## src/rtl/stereo_pkg.sv

```systemverilog
// Shared definitions for the stereo disparity sequencer: field widths,
// default frame geometry, FSM state codes and the output saturation helper.
package stereo_pkg;

  localparam int ROW_W      = 9;
  localparam int COL_W      = 9;
  localparam int OFF_W      = 5;
  localparam int WIDTH_DEF  = 320;
  localparam int HEIGHT_DEF = 240;

  typedef logic [2:0] state_t;

  localparam state_t S_IDLE  = 3'd0;
  localparam state_t S_ISSUE = 3'd1;
  localparam state_t S_WAIT  = 3'd2;
  localparam state_t S_NEXT  = 3'd3;
  localparam state_t S_EMIT  = 3'd4;
  localparam state_t S_ADV   = 3'd5;
  localparam state_t S_DONE  = 3'd6;

  // Clamp the 10-bit scaled disparity into the 8-bit output range.
  function automatic logic [7:0] sat8(input logic [9:0] p);
    return (p > 10'd255) ? 8'hFF : p[7:0];
  endfunction

endpackage

```

## src/rtl/disp_min_tracker.sv

```systemverilog
// Running minimum of SSD cost for the pixel under search. Only a strictly
// smaller cost replaces the stored best, so on ties the earlier (smaller)
// offset survives because offsets are searched in ascending order.
module disp_min_tracker
  import stereo_pkg::*;
#(
  parameter int SSD_W = 21
) (
  input  logic             HCLK,
  input  logic             HRESETn,
  input  logic             clr_i,
  input  logic             upd_i,
  input  logic [SSD_W-1:0] ssd_i,
  input  logic [OFF_W-1:0] off_i,
  output logic [OFF_W-1:0] best_off_o
);

  logic [SSD_W-1:0] best_ssd_q, best_ssd_d;
  logic [OFF_W-1:0] best_off_q, best_off_d;

  // Clear starts a fresh search; otherwise take a strictly cheaper candidate.
  always_comb begin
    best_ssd_d = best_ssd_q;
    best_off_d = best_off_q;
    if (clr_i) begin
      best_ssd_d = '1;
      best_off_d = '0;
    end else if (upd_i && (ssd_i < best_ssd_q)) begin
      best_ssd_d = ssd_i;
      best_off_d = off_i;
    end
  end

  // Best-so-far registers.
  always_ff @(posedge HCLK or negedge HRESETn) begin
    if (!HRESETn) begin
      best_ssd_q <= '1;
      best_off_q <= '0;
    end else begin
      best_ssd_q <= best_ssd_d;
      best_off_q <= best_off_d;
    end
  end

  assign best_off_o = best_off_q;

endmodule

```

## src/rtl/disparity_search_ctrl.sv

```systemverilog
// Stereo SSD search sequencer: raster-walks the frame, issues one SSD request
// per valid candidate offset, keeps the cheapest and emits a scaled sample.
//
// state | meaning
// IDLE  | waiting for start
// ISSUE | present candidate (skipped in one cycle when col < offset)
// WAIT  | request accepted, waiting for the SSD result
// NEXT  | step to next offset or finish the pixel
// EMIT  | present disparity sample downstream
// ADV   | advance raster position, reset search
// DONE  | one-cycle frame_done pulse
module disparity_search_ctrl
  import stereo_pkg::*;
#(
  parameter int WIDTH      = WIDTH_DEF,
  parameter int HEIGHT     = HEIGHT_DEF,
  parameter int MIN_OFFSET = 4,
  parameter int MAX_OFFSET = 10,
  parameter int SSD_W      = 21,
  parameter int SCALE      = 25
) (
  input  logic             HCLK,
  input  logic             HRESETn,
  input  logic             start,
  output logic             req_valid,
  input  logic             req_ready,
  output logic [ROW_W-1:0] req_row,
  output logic [COL_W-1:0] req_col,
  output logic [OFF_W-1:0] req_offset,
  input  logic             rsp_valid,
  input  logic [SSD_W-1:0] rsp_ssd,
  output logic             disp_valid,
  input  logic             disp_ready,
  output logic [7:0]       disp_data,
  output logic [ROW_W-1:0] disp_row,
  output logic [COL_W-1:0] disp_col,
  output logic             busy,
  output logic             frame_done
);

  localparam logic [COL_W-1:0] LAST_COL = COL_W'(WIDTH - 1);
  localparam logic [ROW_W-1:0] LAST_ROW = ROW_W'(HEIGHT - 1);
  localparam logic [OFF_W-1:0] MIN_OFF  = OFF_W'(MIN_OFFSET);
  localparam logic [OFF_W-1:0] MAX_OFF  = OFF_W'(MAX_OFFSET);

  state_t           state_q, state_d;
  logic [ROW_W-1:0] row_q, row_d;
  logic [COL_W-1:0] col_q, col_d;
  logic [OFF_W-1:0] off_q, off_d;
  logic             trk_clr, trk_upd;
  logic [OFF_W-1:0] best_off;
  logic             cand_ok;
  logic [9:0]       prod;

  // A candidate is usable only if the right-image pixel col-offset exists.
  assign cand_ok = (col_q >= COL_W'(off_q));

  // Sequencing and raster position update.
  always_comb begin
    state_d = state_q;
    row_d   = row_q;
    col_d   = col_q;
    off_d   = off_q;
    trk_clr = 1'b0;
    trk_upd = 1'b0;
    case (state_q)
      S_IDLE: begin
        if (start) begin
          state_d = S_ISSUE;
          row_d   = '0;
          col_d   = '0;
          off_d   = MIN_OFF;
          trk_clr = 1'b1;
        end
      end
      S_ISSUE: begin
        if (!cand_ok)       state_d = S_NEXT;
        else if (req_ready) state_d = S_WAIT;
      end
      S_WAIT: begin
        if (rsp_valid) begin
          trk_upd = 1'b1;
          state_d = S_NEXT;
        end
      end
      S_NEXT: begin
        if (off_q < MAX_OFF) begin
          off_d   = off_q + OFF_W'(1);
          state_d = S_ISSUE;
        end else begin
          state_d = S_EMIT;
        end
      end
      S_EMIT: begin
        if (disp_ready) state_d = S_ADV;
      end
      S_ADV: begin
        off_d   = MIN_OFF;
        trk_clr = 1'b1;
        if ((row_q == LAST_ROW) && (col_q == LAST_COL)) begin
          row_d   = '0;
          col_d   = '0;
          state_d = S_DONE;
        end else begin
          if (col_q == LAST_COL) begin
            col_d = '0;
            row_d = row_q + ROW_W'(1);
          end else begin
            col_d = col_q + COL_W'(1);
          end
          state_d = S_ISSUE;
        end
      end
      S_DONE:  state_d = S_IDLE;
      default: state_d = S_IDLE;
    endcase
  end

  // State and counter registers.
  always_ff @(posedge HCLK or negedge HRESETn) begin
    if (!HRESETn) begin
      state_q <= S_IDLE;
      row_q   <= '0;
      col_q   <= '0;
      off_q   <= MIN_OFF;
    end else begin
      state_q <= state_d;
      row_q   <= row_d;
      col_q   <= col_d;
      off_q   <= off_d;
    end
  end

  disp_min_tracker #(
    .SSD_W (SSD_W)
  ) u_min_tracker (
    .HCLK       (HCLK),
    .HRESETn    (HRESETn),
    .clr_i      (trk_clr),
    .upd_i      (trk_upd),
    .ssd_i      (rsp_ssd),
    .off_i      (off_q),
    .best_off_o (best_off)
  );

  // Payloads are zeroed when not valid so idle/reset outputs read as 0.
  assign req_valid  = (state_q == S_ISSUE) && cand_ok;
  assign req_row    = req_valid ? row_q : '0;
  assign req_col    = req_valid ? col_q : '0;
  assign req_offset = req_valid ? off_q : '0;

  assign prod       = 10'(best_off) * 10'(SCALE);
  assign disp_valid = (state_q == S_EMIT);
  assign disp_data  = disp_valid ? sat8(prod) : '0;
  assign disp_row   = disp_valid ? row_q : '0;
  assign disp_col   = disp_valid ? col_q : '0;

  assign busy       = (state_q != S_IDLE) && (state_q != S_DONE);
  assign frame_done = (state_q == S_DONE);

endmodule
```

## config.mk

```make
export PLATFORM = sky130hd
export DESIGN_NAME = disparity_search_ctrl
export DESIGN_NICKNAME = d
export VERILOG_FILES = /design/src/rtl/stereo_pkg.sv /design/src/rtl/disp_min_tracker.sv /design/src/rtl/disparity_search_ctrl.sv
export SDC_FILE = /design/constraint.sdc
export NUM_CORES = 1
export LEC_CHECK = 0
export BUFFER_PORTS_ARGS = -buffer_cell sky130_fd_sc_hd__buf_2
export CAP_MARGIN = 40
export CORE_ASPECT_RATIO = 1.75
export CORE_MARGIN = 4
export CORE_UTILIZATION = 50
export CTS_CLUSTER_DIAMETER = 120
export CTS_CLUSTER_SIZE = 40
export DETAILED_ROUTE_END_ITERATION = 16
export GPL_TIMING_DRIVEN = 0
export PLACE_DENSITY_LB_ADDON = 0.1
export SYNTH_ARGS = -nofsm -noshare
export SYNTH_HDL_FRONTEND = slang
export SYNTH_SLANG_ARGS = --single-unit
```

## constraint.sdc

```tcl
create_clock -name HCLK -period 3.1 [get_ports HCLK]
set_input_delay 0.31 -clock HCLK [delete_from_list [all_inputs] [get_ports HCLK]]
set_output_delay 0.31 -clock HCLK [all_outputs]
set_load 0.02 [all_outputs]
```

**Word level (Yosys, flattened, before mapping)**

Cells that the tools add are included.
W data, S select, Z words.

- Register bits: 52

- Add/sub/neg operators: 3
- Multiply operators: 1
- Order comparisons: 4
- Equality and inequality tests: 15
- Muxes and demuxes: 33
- Reductions and logical operators: 13

Operator list:

| kind | number |
|---|---|
| $mux W9 | 9 |
| $mux W21 | 2 |
| $pmux W9 S2 | 2 |
| $mux W5 | 5 |
| $lt A21 B21 Y1 | 1 |
| $mux W3 | 7 |
| $add A9 B1 Y9 const B | 2 |
| $pmux W3 S6 | 1 |
| $mux W8 | 2 |
| $pmux W5 S3 | 1 |
| $gt A10 B8 Y1 const B | 1 |
| $mul A5 B5 Y10 const B | 1 |
| $eq A3 B3 Y1 const B | 3 |
| $eq A9 B8 Y1 const B | 1 |
| $eq A9 B9 Y1 const B | 1 |
| $ge A9 B5 Y1 | 1 |
| $ne A3 B3 Y1 const B | 3 |
| $eq A3 B2 Y1 const B | 2 |
| $ne A2 B2 Y1 const B | 3 |
| $reduce_and A3 Y1 | 2 |
| $reduce_bool A3 Y1 | 2 |
| $add A5 B1 Y5 const B | 1 |
| $lt A5 B4 Y1 const B | 1 |
| $logic_and A1 B1 Y1 | 4 |
| 8 further kinds | 11 |

**Longest topological paths before layout**

- Word-level depth: 5
- Gate-level depth with buffers: 11

**Cells and area by module**

A second synthesis with hierarchy kept.

- Cell total of the unflattened synthesis: 475
- Area total of the unflattened synthesis: 4112.7 sq um

Modules (own cells, without submodules):

| module | instances | cells an instance | area each (sq um) | sequential area each (sq um) |
|---|---|---|---|---|
| disparity_search_ctrl | 1 | 288 | 2364.8 | 651.9 |
| disp_min_tracker | 1 | 187 | 1747.9 | 676.9 |

**Worst setup path before layout**

No wires, ideal clock.

- Path type: flip-flop to output port
- Start point: register u_min_tracker.best_off_q[3], in the netlist u_min_tracker.best_off_o[3]
- End point: output disp_data[7]
- Data arrival time: 2.673 ns
- Data required time: 2.790 ns
- Setup slack: 0.117 ns
- Stages on the path, launching flop included: 11
- Path through: dfrtp_1 inv_1 ha_1 inv_1 ha_1 ha_1 ha_1 a41o_1 a21oi_1 a21oi_1 a311oi_1

- Word-level cells in the longest chain between the ends: 4

RTL lines:

| what | RTL line | text |
|---|---|---|
| from (decl) | disp_min_tracker.sv:19 | `logic [OFF_W-1:0] best_off_q, best_off_d;` |
| from (signal assigned) | disp_min_tracker.sv:41 | `best_off_q <= best_off_d;` |
| $mul A5 B5 Y10 * | disparity_search_ctrl.sv:152 | `assign prod = 10'(best_off) * 10'(SCALE);` |
| $gt A10 B8 Y1 | stereo_pkg.sv:23 | `return (p > 10'd255) ? 8'hFF : p[7:0];` |
| $mux W8 * | stereo_pkg.sv:23 |  |
| $mux W8 * | disparity_search_ctrl.sv:154 | `assign disp_data = disp_valid ? sat8(prod) : '0;` |
| to (decl) | disparity_search_ctrl.sv:34 | `output logic [7:0] disp_data,` |

Every way passes the cells marked *; elsewhere a longest branch is shown, timed or not.

**Worst setup path in the final report**

- Start point: register u_min_tracker.best_off_q[1], in the netlist u_min_tracker.best_off_o[1]
- End point: output disp_data[5]

The elaborated chain is that of the path after synthesis.

==> impl_metrics.env <==
export IMPL_outcome="complete, but fails checks"
export IMPL_violations="negative setup slack"
export IMPL_rows=42
export IMPL_worstPathRequired_ns=2.79
export IMPL_crit_buf_inv=3
export IMPL_mostFrequentLayoutCells="75 x buf_2, 63 x nor2_1, 40 x and2_1"
export IMPL_crit_family="adder cells"
export IMPL_cts_sinks=52
export IMPL_intPower_w=0.001841
export IMPL_clock_skew_ns=0.007014
export IMPL_final_common_cell="buf_2"
export IMPL_synth_edff_count=0
export IMPL_drc=0
export IMPL_syn_avg_cell_area_um2=8.717
export IMPL_hold_viol_final=0
export IMPL_cap_viol_max_count=0
export IMPL_antenna_found_initial=0
export IMPL_gp_congestion=0.8780
export IMPL_clk_pin_slew_ns=0.07
export IMPL_worst_pin_slew_ns=0.6408
export IMPL_ctsLongestPathBuffers=2
export IMPL_p_leak_nw=2.692
export IMPL_seqPwrFrac=0.337
export IMPL_rsz0062_at_grt="yes"
export IMPL_finalWorstSetupSlack_ns=-0.2288
export IMPL_cp_slowest_cell="fa_2"
export IMPL_htreeDepth=2
export IMPL_n_antenna_cell=0
export IMPL_comb_power_share=0.453
export IMPL_grt_start_max_net_pins=35
export IMPL_vias_per_cell=5.445
export IMPL_synth_cell_types=50
export IMPL_grt_use_total=0.2126
export IMPL_synth_async_reset_ratio=1.000
export IMPL_fin_crit_sh=1.074
export IMPL_regArea_um2=1329
export IMPL_yosys_area_top_type_share=0.1905
export IMPL_period_needed_ns=3.329
export IMPL_synth_warnings=0
export IMPL_drive_gt1_frac=0.2682
export IMPL_core_um2=7620
export IMPL_max_stage_delay_ns=0.44
export IMPL_io_buffers=79
export IMPL_cp_arrival_ns=3.02
export IMPL_criticalPathCategory="reg2out"
export IMPL_drv_slew=0
export IMPL_synth_top_cells_by_area="dfrtp_1 19%, dfstp_2 15%, ha_1 14%"
export IMPL_whs_ns=0.2802
export IMPL_grt_overflow=0
export IMPL_num_fill_cells=672
export IMPL_grt_pass1_vias=3518
export IMPL_fp_dieW_um=75.11
export IMPL_finalSetupViolations=8
export IMPL_fin_area_um2=4880
export IMPL_p_sw_w=0.001159
export IMPL_routed_wl_um=9626
export IMPL_vdd_drop_max_mv=0.3994
export IMPL_synth_top_area_cell="dfrtp_1"
export IMPL_fmax_ghz=0.3004
export IMPL_multiInputGateArea_um2=2505
export IMPL_p_sw_frac=0.3864
export IMPL_grt_pass1_wl_um=15800
export IMPL_dp_hpwl_um=7414
export IMPL_slew_headroom=0.5695
export IMPL_power_density_nw_per_um2=614.9
export IMPL_drt_iter0_markers=110
export IMPL_total_power_w=0.003000
export IMPL_cts_buffers=5
export IMPL_final_util=0.6404
export IMPL_ys_ff_latch=52
export IMPL_first_pass_iters=4
export IMPL_netlist_instances=452
export IMPL_end_kind="output port"
export IMPL_power_share_clock=0.210
export IMPL_io_pins=80
export IMPL_hp_class="in2reg"
export IMPL_die_y_um=125.4
export IMPL_start_util=0.5171
export IMPL_syn_nets=524
export IMPL_avgRoutedWirePerCell_um=15.14
export IMPL_ys_seq_area_frac=0.3372
export IMPL_setup_tns_final_ns=-1.548
export IMPL_ant_nets=0
export IMPL_cts_tree="done"
export IMPL_crit_fanout=7
export IMPL_nets=619
export IMPL_cp_common_cell="ha_1"
export IMPL_crit_path_start_kind="flip-flop"
export IMPL_vias=3463
export IMPL_clock_latency_ns=0.29
export IMPL_synth_flop_cell="dfrtp_1"
export IMPL_crit_chain="ha_1 -> ha_1 -> ha_2 -> inv_2 -> fa_2 -> nor4bb_2 -> nand4_1 -> o211ai_1 -> buf_4 -> o21a_1 -> buf_6"
export IMPL_cts_root_buf="clkbuf_16"
export IMPL_syn_to_final_growth_pct=23.85
export IMPL_dieArea_um2=9420
export IMPL_place_area_um2=4466
export IMPL_synthesis_area_um2=3940
[registers in the layout (all words and copies together) (netlist names)]
register / count
u_min_tracker.best_ssd_q: 21
col_q: 9
row_q: 9
off_q: 5
u_min_tracker.best_off_o: 5
state_q: 3
[cells by family after synthesis]
logic type | after synthesis | synth area share
buffers and inverters | 55 | 0.06351
xor gates and xnor gates | 13 | 0.02890
DFF | 52 | 0.3372
and+or+nand+nor | 187 | 0.2318
muxes | 30 | 0.07685
adders and majority gates | 45 | 0.1448
AOI/OAI and AO/OA | 70 | 0.1169
[path summary, 6_finish.rpt]
check	from	to	slack, ns	cells past startpoint
setup / recovery	u_min_tracker.best_off_o[1]$_DFFE_PN0P_	disp_data[5]	-0.23	11
hold / removal	rsp_ssd[7]	u_min_tracker.best_ssd_q[7]$_DFFE_PN1P_	0.28	3
setup reg to reg	u_min_tracker.best_ssd_q[2]$_DFFE_PN1P_	u_min_tracker.best_ssd_q[13]$_DFFE_PN1P_	0.65	9
hold reg to reg	u_min_tracker.best_ssd_q[7]$_DFFE_PN1P_	u_min_tracker.best_ssd_q[7]$_DFFE_PN1P_	0.53	2
max in group asynchronous	HRESETn	u_min_tracker.best_ssd_q[13]$_DFFE_PN1P_	1.99	3
min in group asynchronous	HRESETn	col_q[7]$_DFFE_PN0P_	0.49	2
[stage by stage]
step	std cells	worst slack (ns)
after detailed placement	620	-0.1704
after global routing	636	-0.3588
after CTS	636	-0.2132
final	636	-0.2288
after floorplan	452	0.1170
after global placement	619	-0.1463
[cell type report]
type,count,share of cell area
clock buffer,6,0.02641
timing repair buffer,88,0.1069
clock inverter,2,0.007179
sequential,52,0.2723
multi-input combinational,345,0.5133
tap,88,0.02256
buffer,19,0.02359
inverter,36,0.02769
[worst reg2reg max path, delay by kind of cell, from the launching register on]
kind            cells  cell delay [ns]
mux                 1             0.22
compound gates      3             0.86
fa+ha+maj           1             0.26
buf+inv             3             0.37
flops               1             0.53
simple gates        1             0.13
[metal layers]
metal,track usage,share of wire,wire (um)
met4,0.08176,0.025,236
met3,0.03373,0.043,416
met2,0.3931,0.55,5324
met1,0.2294,0.38,3649
met5,0,0,0
[synth_stat cells (7+ instances only)]
cell type and count:
o21ai_0 18, inv_1 36, nand2_1 37, nand3_1 14, dfrtp_1 30, ha_1 44
and2_1 40, clkbuf_1 12, dfstp_2 22, nor2_1 63, a21oi_1 15, nand4_1 7
xor2_1 8, mux2i_1 28, o21a_1 8
[power by group through the flow]
stage	clock network [W]	logic [W]	registers [W]
floorplan	0	0.000913	0.000990
global placement	0	0.00117	0.00103
global route	0.000671	0.00153	0.00103
CTS	0.000645	0.00134	0.00101
detailed placement	0	0.00122	0.00103
finish	0.000630	0.00136	0.00101
[timing repair]
action,4_1_cts,5_1_grt
hold endpoints to repair,5,0
pin swaps,13,10
resized for setup,27,8
buffers inserted,7,0
hold buffers,1,0
setup endpoints to repair,8,8
Note: power is estimated with default switching activity, not from simulation.
